--- config.mk ---
export PLATFORM = sky130hd
export DESIGN_NAME = pe_stream_ctrl
export DESIGN_NICKNAME = d
export VERILOG_FILES = /design/src/rtl/pe_stream_ctrl.sv
export SDC_FILE = /design/constraint.sdc
export NUM_CORES = 1
export LEC_CHECK = 0
export ABC_AREA = 1
export BUFFER_PORTS_ARGS = -buffer_cell sky130_fd_sc_hd__buf_2
export CAP_MARGIN = 20
export CORE_AREA = 2 2 136 138
export CTS_CLUSTER_SIZE = 12
export DETAILED_ROUTE_END_ITERATION = 8
export DIE_AREA = 0 0 138 140
export PLACE_DENSITY = 0.75
export SYNTH_ARGS = -nofsm -noshare
export SYNTH_HDL_FRONTEND = slang
export SYNTH_SLANG_ARGS = --single-unit
--- constraint.sdc ---
create_clock -name i_clk -period 2.2 [get_ports i_clk]
set_clock_uncertainty 0.05 [all_clocks]
set_input_delay 0.22 -clock i_clk [delete_from_list [all_inputs] [get_ports i_clk]]
set_output_delay 0.22 -clock i_clk [all_outputs]
set_load 0.05 [all_outputs]
--- src/rtl/pe_stream_ctrl.sv ---
// Upstream driver and result collector for the DSP-cascade convolution PE.
// Streams weights/samples into the PE gap-free and re-times o_P into full-window results.
module pe_stream_ctrl #(
   parameter int         KERNEL_SIZE = 4,
   parameter int         DATA_W      = 30,
   parameter int         WEIGHT_W    = 18,
   parameter int         P_W         = 48,
   parameter int         PE_LATENCY  = 6,
   parameter logic [8:0] OPMODE_RUN  = 9'b000110101,
   parameter logic [4:0] INMODE_RUN  = 5'b00100
) (
   input  logic                            i_clk,
   input  logic                            i_rst,
   input  logic                            i_w_valid,
   input  logic [KERNEL_SIZE*WEIGHT_W-1:0] i_w_data,
   output logic                            o_w_ready,
   input  logic                            i_fm_valid,
   input  logic [DATA_W-1:0]               i_fm_data,
   input  logic                            i_fm_last,
   output logic                            o_fm_ready,
   output logic [8:0]                      o_pe_opmode,
   output logic [4:0]                      o_pe_inmode,
   output logic [DATA_W-1:0]               o_pe_datafm,
   output logic [KERNEL_SIZE*WEIGHT_W-1:0] o_pe_weight,
   output logic [26:0]                     o_pe_d,
   input  logic [P_W-1:0]                  i_pe_p,
   output logic                            o_res_valid,
   output logic [P_W-1:0]                  o_res_data,
   output logic                            o_res_last,
   output logic [1:0]                      o_err
);

   localparam int WB     = KERNEL_SIZE * WEIGHT_W;
   localparam int FW     = (KERNEL_SIZE > 1) ? $clog2(KERNEL_SIZE) : 1;
   localparam int DW     = (PE_LATENCY > 0) ? $clog2(PE_LATENCY + 1) : 1;
   localparam int STAGES = PE_LATENCY + 1;
   localparam logic [FW-1:0] FILL_MAX  = FW'(KERNEL_SIZE - 1);
   localparam logic [DW-1:0] DRAIN_MAX = DW'(PE_LATENCY);

   typedef enum logic [1:0] {S_NOW, S_IDLE, S_RUN, S_DRAIN} state_t;

   state_t              state_q, state_d;
   logic                wv_q, wv_d;
   logic [WB-1:0]       w_q, w_d;
   logic [DATA_W-1:0]   fm_q, fm_d;
   logic [FW-1:0]       fill_q, fill_d;
   logic [FW-1:0]       frm_q, frm_d;
   logic [DW-1:0]       drn_q, drn_d;
   logic [1:0]          err_q, err_d;
   logic [STAGES:0]     vld_pipe_q, lst_pipe_q;
   logic [P_W-1:0]      res_q;

   logic w_rdy, fm_rdy, w_hs, fm_hs, full;

   assign w_rdy  = (state_q == S_NOW) || (state_q == S_IDLE);
   assign fm_rdy = (state_q == S_IDLE) || (state_q == S_RUN);
   assign w_hs   = i_w_valid && w_rdy;
   assign fm_hs  = i_fm_valid && fm_rdy;
   assign full   = fm_hs && (fill_q == FILL_MAX);

   always_comb begin
      state_d = state_q;
      wv_d    = wv_q;
      w_d     = w_q;
      fm_d    = '0;
      fill_d  = fill_q;
      frm_d   = frm_q;
      drn_d   = drn_q;
      err_d   = err_q;

      if (w_hs) begin
         w_d  = i_w_data;
         wv_d = 1'b1;
      end

      // Fill counts the samples since the last bubble; frm counts the whole frame.
      if (fm_hs) begin
         fm_d   = i_fm_data;
         fill_d = full ? FILL_MAX : fill_q + FW'(1);
         frm_d  = (frm_q == FILL_MAX) ? FILL_MAX : frm_q + FW'(1);
         if (i_fm_last) begin
            fill_d = '0;
            frm_d  = '0;
            drn_d  = '0;
            if (frm_q != FILL_MAX) err_d[1] = 1'b1;
         end
      end

      case (state_q)
         S_NOW: begin
            if (w_hs) state_d = S_IDLE;
         end
         S_IDLE: begin
            if (fm_hs) state_d = i_fm_last ? S_DRAIN : S_RUN;
         end
         S_RUN: begin
            if (fm_hs && i_fm_last) state_d = S_DRAIN;
            // The PE cannot stall, so a gap poisons the in-flight window.
            if (!i_fm_valid) begin
               err_d[0] = 1'b1;
               fill_d   = '0;
            end
         end
         S_DRAIN: begin
            if (drn_q == DRAIN_MAX) state_d = S_IDLE;
            else                    drn_d   = drn_q + DW'(1);
         end
         default: state_d = S_NOW;
      endcase
   end

   always_ff @(posedge i_clk) begin
      if (i_rst) begin
         state_q    <= S_NOW;
         wv_q       <= 1'b0;
         w_q        <= '0;
         fm_q       <= '0;
         fill_q     <= '0;
         frm_q      <= '0;
         drn_q      <= '0;
         err_q      <= '0;
         vld_pipe_q <= '0;
         lst_pipe_q <= '0;
         res_q      <= '0;
      end else begin
         state_q    <= state_d;
         wv_q       <= wv_d;
         w_q        <= w_d;
         fm_q       <= fm_d;
         fill_q     <= fill_d;
         frm_q      <= frm_d;
         drn_q      <= drn_d;
         err_q      <= err_d;
         vld_pipe_q <= {vld_pipe_q[STAGES-1:0], full};
         lst_pipe_q <= {lst_pipe_q[STAGES-1:0], full && i_fm_last};
         res_q      <= i_pe_p;
      end
   end

   assign o_w_ready   = w_rdy;
   assign o_fm_ready  = fm_rdy;
   assign o_pe_opmode = wv_q ? OPMODE_RUN : 9'd0;
   assign o_pe_inmode = wv_q ? INMODE_RUN : 5'd0;
   assign o_pe_datafm = fm_q;
   assign o_pe_weight = w_q;
   assign o_pe_d      = '0;
   assign o_res_valid = vld_pipe_q[STAGES];
   assign o_res_last  = lst_pipe_q[STAGES];
   assign o_res_data  = res_q;
   assign o_err       = err_q;

endmodule

==> impl_metrics.tcl, run 1 <==
set metrics [dict create \
    status "complete, no violations" \
    vias_per_cell 4.26 \
    cp-end-kind "output port" \
    wl_met1_microns 7380 \
    fillers 1561 \
    finalSetupViolCount 0 \
    cts_max_path_buffers 2 \
    postCtsResizedCells 0 \
    maxCapViolations 0 \
    holdPathEnd "o_pe_weight[16]$_SDFFE_PP0P_" \
    combPwrFrac 0.371 \
    core_area_sq_mm 0.0178 \
    ff2ff_setup_slack_ns 0.46 \
    min_from "i_w_data[16]" \
    antenna_found_initial 0 \
    clockRootBuffer "clkbuf_16" \
    vias 5989 \
    synth.ff_latch_count 178 \
    top_layer "met4" \
    reg2reg_depth 8 \
    met2_length_microns 9790 \
    dp.cells 1242 \
    cp.required_ns 1.93 \
    grt-ovfl-total 0 \
    dieWidth_microns 138 \
    clock_latency_ns 0.42 \
    clock_tree.htree_level_count 4 \
    cp_cell_sequence "inv_1 -> ha_1 -> buf_2" \
    worstSetupStartpointType "flip-flop" \
    yosysUniqueCellTypes 27 \
    async_flop_share 0 \
    grt_usage 0.191 \
    power_leakage_uw 0.00509 \
    multiInputGateArea_sq_mm 0.00174 \
    power_uw 11200 \
    whs_path_depth 3 \
    synth_largest_area_cell "dfxtp_1" \
    grt_pass1_wl_microns 29900 \
    drive_gt1_frac 0.306 \
    grt_pass1_vias 6062 \
    hold_buffers 133 \
    reg2reg_to "o_pe_weight[13]$_SDFFE_PP0P_" \
    path_max_fanout 5 \
    syn_avg_cell_area_sq_um 8.38 \
    clk_pin_slew_worst_paths_ns 0.07 \
    met3_length_microns 1410 \
    seq_area_sq_mm 0.00356 \
    max-vdd-ir-drop_mv 0.760 \
    port_buffers 315 \
    rsz0062_at_grt "false" \
    power_density_mw_per_mm2 1170 \
    post_drt_wl_per_cell_microns 13.6 \
    drcViolationCount 0 \
    ys_seq_area_frac 0.581 \
    layout_common_cells "buf_2 (315), nor2_1 (246), dfxtp_1 (178)" \
    hold_ws_ns 0.0223 \
    yosysWarnings 0 \
    synth_edf_count 0 \
    gp_congestion 0.761 \
    cts.sinks 178 \
    critPathMaxStageDelay_ns 0.38 \
    crit_arrival_ns 1.55 \
    final_common_cell "buf_2" \
    synth_area_sq_mm 0.00614 \
    place_hpwl_microns 11200 \
    synthToLayoutAreaGrowth_pct 56.0 \
    initial_utilization 0.345 \
    cts_tree "done" \
    p_seq_frac 0.356 \
    fin_cells 1407 \
    finalMaxSlewViolations 0 \
    path_class "reg2out" \
    hp-class "in2reg" \
    ys.flop_type "dfxtp_1" \
    period_share 0.827 \
    sw_frac_of_total 0.420 \
    r2r_start "state_q[0]$_SDFFE_PP0P_" \
    fmax_ghz 0.549 \
    first_iter_violations 251 \
    finalCriticalPeriod_ns 1.82 \
    numCtsBuffers 17 \
    fin_tns_setup_ns 0 \
    io_pins 352 \
    postCtsSetupBuffers 0 \
    internal_power_uw 6470 \
    relSlewSlack 0.498 \
    ant_nets 0 \
    dieArea_sq_mm 0.0193 \
    layout.nets 1327 \
    grt_max_degree 76 \
    final_util 0.538 \
    syn_inst 732 \
    netlist_top_cells_area "dfxtp_1 (58%), nor2_1 (15%), inv_1 (6.4%)" \
    first_pass_iters 4 \
    rows 49 \
    wl_microns 19100 \
    worstMarginPinSlew_ns 0.753 \
    timing_hold_violations_final 0 \
    pwr-share-clk 0.273 \
    p_sw_uw 4680 \
    die_y_microns 140 \
    yosysTopAreaCellShare 0.581 \
    cp_slowest_cell "ha_1" \
]
## metal layers
| metal | up-vias | track usage |
|---|---|---|
| met5 | - | 0 |
| met4 | 0 | 0.0832 |
| met3 | 36 | 0.0533 |
| met2 | 282 | 0.344 |
| met1 | 2704 | 0.211 |
| li1 | 2967 | - |
## cells in the mapped netlist (7+ instances only)
| cell type | instances |
|---|---|
| buf_8 | 7 |
| o21ai_1 | 27 |
| buf_2 | 14 |
| ha_1 | 7 |
| buf_4 | 41 |
| dfxtp_1 | 178 |
| o21ai_0 | 47 |
| nand2_1 | 18 |
| clkbuf_1 | 8 |
| a21oi_1 | 8 |
| nor2_1 | 246 |
| inv_1 | 105 |
## power by group through the flow
stage	combinational, uW	clock, uW	sequential, uW
4_1_cts	4100	3130	3950
2_1_floorplan	1590	0	5630
3_5_place_dp	3910	0	4020
3_3_place_gp	3870	0	4000
5_1_grt	4400	3260	4020
6_report	4140	3040	3970
## cell families after synthesis
family | count (synthesis) | synth area share
simple gates | 276 | 0.175
fa+ha+maj | 7 | 0.0143
compound gates | 87 | 0.0730
other cells | 1 | 0.000611
buf+inv | 183 | 0.157
flops | 178 | 0.581
## sequential cells by signal, summed over array words and instances (netlist names)
name,cells
o_res_data,48
o_pe_weight,72
wv_q,1
lst_pipe_q,8
vld_pipe_q,8
state_q,2
frm_q,2
fill_q,2
drn_q,3
o_pe_datafm,30
o_err,2
## worst max path at each step
stage	startpoint	endpoint	slack (ns)	cells after the start
CTS	state_q[0]$_SDFFE_PP0P_	o_fm_ready	0.36	3
finish	state_q[0]$_SDFFE_PP0P_	o_fm_ready	0.38	3
global route	state_q[1]$_SDFFE_PP0P_	o_fm_ready	0.32	3
global placement	state_q[0]$_SDFFE_PP0P_	o_pe_datafm[17]$_SDFF_PP0_	0.59	7
floorplan	state_q[0]$_SDFFE_PP0P_	state_q[0]$_SDFFE_PP0P_	0.39	7
detailed placement	state_q[0]$_SDFFE_PP0P_	o_pe_datafm[23]$_SDFF_PP0_	0.51	7
## area by class of cell
| cell class | count | share of cell area |
|---|---|---|
| diodes | 1 | 0.000261 |
| clock buffers | 19 | 0.0463 |
| clock inverters | 12 | 0.0153 |
| inverters | 109 | 0.0435 |
| multi-input cells | 406 | 0.182 |
| flip-flops and latches | 178 | 0.372 |
| well taps | 229 | 0.0299 |
| repair buffers | 453 | 0.310 |
## critical path: cells and delay by family (launching register included)
kind / cells / cell delay, ns
buffers and inverters: 2 / 0.40
DFF: 1 / 0.36
adders and majority gates: 1 / 0.38
## metrics by stage
stage               worst slack (ns)  area (sq um)
floorplan                      0.386          6270
detailed placement             0.506          7650
global route                   0.316          9570
global placement               0.585          7650
finish                         0.380          9570
CTS                            0.361          9570
No activity file was read; power rests on OpenSTA's default activity.
==> inputs of run 2 (changes only) <==
Clock period 2.2 ns to 1.8 ns, I/O delays scaled along.
==> run 2 against run 1 <==
Effect of this change:
- die area unchanged
- first-iteration DRC count decreased by 3.2%
- critical endpoint unchanged
- global-route usage fell by 0.48 points
==> impl_metrics.tcl, run 2 (synthesized netlist as in run 1, its figures left out) <==
set metrics [dict create \
    status "complete, no violations" \
    grt_busiest_layer "met2" \
    crit_arrival_ns 1.48 \
    ff2ff_setup_slack_ns 0.14 \
    worstSetupStartpointType "flip-flop" \
    fmax_ghz 0.585 \
    layout_common_cells "buf_2 (314), nor2_1 (246), dfxtp_1 (178)" \
    fin_tns_setup_ns 0 \
    rows 49 \
    diodes 0 \
    clockRootBuffer "clkbuf_16" \
    period_share 0.949 \
    p_sw_uw 5810 \
    gp_congestion 0.767 \
    cts.sinks 178 \
    initial_utilization 0.345 \
    grt_pass1_vias 5988 \
    place_hpwl_microns 11400 \
    p_seq_frac 0.357 \
    finalCriticalPeriod_ns 1.71 \
    grt_max_degree 74 \
    first_iter_violations 243 \
    postCtsSetupBuffers 0 \
    combPwrFrac 0.382 \
    clock_tree.htree_level_count 4 \
    path_class "reg2out" \
    die_y_microns 140 \
    cts_max_path_buffers 2 \
    path_max_fanout 5 \
    ant_nets 0 \
    cp_slowest_cell "dfxtp_1" \
    largest_register_ffs 72 \
    grtUsageMet2 0.340 \
    clock_latency_ns 0.42 \
    core_area_sq_mm 0.0178 \
    power_leakage_uw 0.00519 \
    dieArea_sq_mm 0.0193 \
    clk_pin_slew_worst_paths_ns 0.07 \
    layout.nets 1347 \
    drcViolationCount 0 \
    timing_hold_violations_final 0 \
    finalSetupViolCount 0 \
    dp.cells 1244 \
    dieWidth_microns 138 \
    first_pass_iters 5 \
    vias_per_cell 4.21 \
    finalMaxSlewViolations 0 \
    grt.met1_usage 0.206 \
    critPathMaxStageDelay_ns 0.37 \
    internal_power_uw 7720 \
    hp-class "in2reg" \
    critical_path_buf_inv_count 2 \
    cp_top_family "flip-flops" \
    power_density_mw_per_mm2 1380 \
    maxCapViolations 0 \
    wl_microns 18700 \
    numCtsBuffers 17 \
    synthToLayoutAreaGrowth_pct 59.6 \
    max-vdd-ir-drop_mv 0.919 \
    final_common_cell "buf_2" \
    grt-ovfl-total 0 \
    antenna_found_initial 0 \
    rsz0062_at_grt "false" \
    pwr-share-clk 0.261 \
    cts_tree "done" \
    grt_usage 0.186 \
    met3_usage 0.0581 \
    vias 6001 \
    grt_pass1_wl_microns 29200 \
    cp.required_ns 1.57 \
    sw_frac_of_total 0.429 \
    io_pins 352 \
    drive_gt1_frac 0.304 \
    cp_cell_sequence "inv_1 -> ha_2 -> clkbuf_4" \
    port_buffers 315 \
    cp-end-kind "output port" \
    fin_cells 1427 \
    post_drt_wl_per_cell_microns 13.1 \
]
## run 2: changes by cell type in the layout (fill, tap and decap cells not counted), sizes merged
cell	change
clkinv	+5
clkinvlp	-2
bufinv	-2
diode	-1
inv	+1
buf	+1
dlygate4sd3	+18
## run 2: timing repair
item,CTS,global route
setup endpoints to repair,0,1
endpoints found under the hold margin,151,0
hold buffers,151,0
resized for setup,0,1
## run 2: worst min-delay path: stages
cell	delay, ns
buf_2	0.11
inv_1	0.04
nand2_1	0.06
a21oi_1	0.06
## run 2: layout make-up
| cell class | count | area, sq um |
|---|---|---|
| fillers | 1492 | 7990 |
| flip-flops and latches | 178 | 3560 |
| multi-input cells | 406 | 1750 |
| well taps | 229 | 287 |
| inverters | 109 | 417 |
| clock buffers | 18 | 429 |
| repair buffers | 473 | 3210 |
| clock inverters | 14 | 145 |
## run 2: worst paths after layout
check,startpoint,to,cells past startpoint
setup / recovery,state_q[0]$_SDFFE_PP0P_,o_fm_ready,3
hold / removal,i_fm_valid,o_err[0]$_SDFFE_PP0P_,4
setup reg to reg,state_q[1]$_SDFFE_PP0P_,o_pe_weight[41]$_SDFFE_PP0P_,8
hold reg to reg,lst_pipe_q[6]$_SDFF_PP0_,lst_pipe_q[7]$_SDFF_PP0_,2
## run 2: power by group through the flow
stage	clock (uW)	combinational [uW]	sequential (uW)
2_1_floorplan	0	1950	6890
3_3_place_gp	0	4800	4880
3_5_place_dp	0	4850	4910
4_1_cts	3640	5110	4820
5_1_grt	3810	5470	4900
6_report	3530	5160	4830
## run 2: metrics by stage
step | worst slack, ns | hold WS (ns) | instance area [sq um] | utilization | total power [uW]
floorplan | 0.155 | 0.237 | 6270 | - | 8830
global placement | 0.262 | 0.328 | 7700 | 0.433 | 9680
detailed placement | 0.200 | 0.335 | 7700 | 0.433 | 9750
CTS | 0.0329 | 0.00921 | 9790 | 0.551 | 13600
global route | 0.00609 | 0.0436 | 9790 | 0.551 | 14200
finish | 0.0918 | 0.0332 | 9790 | 0.551 | 13500
## run 2: per-layer routing
metal,wire [microns],vias up
met3,1310,27
met1,7600,2692
met4,403,0
met2,9390,267
li1,-,3015
met5,0,-
==> inputs of run 3 (changes only) <==
Settings changed: CAP_MARGIN 20 to default, RECOVER_POWER from default to 25.
==> run 3 against run 2 <==
Effect of this change:
- final cell count unchanged
- register-to-register slack about the same
- first-iteration DRC count up 2.5%
- combinational power about the same
- clock-buffer cell count unchanged
==> impl_metrics.tcl, run 3 (synthesized netlist as in run 1, its figures left out) <==
set metrics [dict create \
    cts.sinks 178 \
    io_pins 352 \
    final_area_sq_mm 0.00976 \
    vias 6015 \
    cp-end-kind "output port" \
    whs_path_depth 4 \
    final_common_cell "buf_2" \
    layout.nets 1347 \
    clk_pin_slew_worst_paths_ns 0.07 \
    post_drt_wl_per_cell_microns 13.1 \
    finalSetupViolCount 0 \
    cp.required_ns 1.57 \
    setup_ws_ns 0.0904 \
    synthToLayoutAreaGrowth_pct 59.0 \
    ff2ff_setup_slack_ns 0.13 \
    clockRootBuffer "clkbuf_16" \
    relSlewSlack 0.583 \
    port_buffers 315 \
    rsz0062_at_grt "false" \
    reg2reg_depth 8 \
    dieWidth_microns 138 \
    layout_common_cells "buf_2 (287), nor2_1 (246), dfxtp_1 (178)" \
    clock_tree.htree_level_count 4 \
    p_seq_frac 0.358 \
    crit_arrival_ns 1.48 \
    timing_hold_violations_final 0 \
    holdPathEnd "o_err[0]$_SDFFE_PP0P_" \
    max-vdd-ir-drop_mv 0.918 \
    place_area_sq_mm 0.00770 \
    worstSetupStartpointType "flip-flop" \
    cts_max_path_buffers 2 \
    pwr-share-clk 0.261 \
    power_uw 13500 \
    hp-class "in2reg" \
    finalCriticalPeriod_ns 1.71 \
    die_y_microns 140 \
    first_pass_iters 5 \
    path_class "reg2out" \
    path_max_fanout 5 \
    place_hpwl_microns 11400 \
    grt_usage 0.186 \
    grt-ovfl-total 0 \
    combPwrFrac 0.381 \
    power_leakage_uw 0.00509 \
    antenna_found_initial 0 \
    ant_nets 0 \
    dp_worst_setup_slack_ns 0.200 \
    startpoint "state_q[0]$_SDFFE_PP0P_" \
    diodes 0 \
    fin_cells 1427 \
    dp.cells 1244 \
    cts_tree "done" \
    power_density_mw_per_mm2 1390 \
    dieArea_sq_mm 0.0193 \
    maxCapViolations 0 \
    period_share 0.950 \
    largest_register_ffs 72 \
    grt_pass1_wl_microns 29200 \
    r2r_start "state_q[1]$_SDFFE_PP0P_" \
    rows 49 \
    drcViolationCount 0 \
    min_from "i_fm_valid" \
    fmax_ghz 0.585 \
    worstMarginPinSlew_ns 0.628 \
    reg2reg_to "o_pe_weight[41]$_SDFFE_PP0P_" \
    wl_microns 18700 \
    numCtsBuffers 17 \
    first_iter_violations 249 \
    finalMaxSlewViolations 0 \
    postCtsSetupBuffers 0 \
    initial_utilization 0.345 \
    grt_pass1_vias 5988 \
    clock_latency_ns 0.42 \
    drive_gt1_frac 0.282 \
    sw_frac_of_total 0.430 \
    vias_per_cell 4.22 \
    status "complete, no violations" \
    p_sw_uw 5810 \
    grt_max_degree 74 \
    internal_power_uw 7710 \
    gp_congestion 0.767 \
    fin_tns_setup_ns 0 \
    core_area_sq_mm 0.0178 \
]
==> run 3: layout make-up <==
| type | instances | area (sq um) |
|---|---|---|
| multi-input combinational | 406 | 1750 |
| sequential | 178 | 3560 |
| clock buffer | 18 | 429 |
| timing repair buffer | 473 | 3170 |
| fill | 1501 | 8020 |
| tap | 229 | 287 |
| clock inverter | 14 | 145 |
| inverter | 109 | 417 |
==> run 3: worst max-delay path by stage <==
stage               cells after the start  slack [ns]                            to
global placement                        8        0.26  o_pe_weight[21]$_SDFFE_PP0P_
detailed placement                      7        0.20      lst_pipe_q[0]$_SDFF_PP0_
CTS                                     3        0.03                    o_fm_ready
global route                            8       0.006  o_pe_weight[44]$_SDFFE_PP0P_
finish                                  3        0.09                    o_fm_ready
floorplan                               7        0.16       state_q[0]$_SDFFE_PP0P_
==> run 3: worst max-delay path: stages, from the launching register on <==
cell      delay, ns
dfxtp_1        0.37
inv_1          0.09
ha_2           0.36
clkbuf_4       0.24
==> run 3: power by group through the flow <==
stage / Sequential, uW / Combinational, uW / Clock (uW)
after floorplan: 6890 / 1950 / 0
after global placement: 4880 / 4800 / 0
after detailed placement: 4910 / 4850 / 0
after CTS: 4820 / 5110 / 3640
after global routing: 4900 / 5460 / 3810
final: 4830 / 5150 / 3530
==> run 3: routing by layer <==
layer  track usage  vias to the layer above  part of all wire
met4        0.0618                        0             0.022
li1              -                     3015                 -
met1         0.206                     2703              0.40
met2         0.340                      269              0.50
met5             0                        -                 0
met3        0.0581                       28             0.071
==> run 3: stage by stage <==
step	utilization	hold WS, ns
after detailed placement	0.433	0.335
after global placement	0.433	0.328
after CTS	0.551	0.00921
after floorplan	-	0.237
final	0.549	0.0326
after global routing	0.549	0.0436
==> run 3: timing repair <==
item	in CTS	in global routing
hold buffers	151	0
hold endpoints to repair	151	0
endpoints found under the setup margin	0	1
resized for setup	0	1
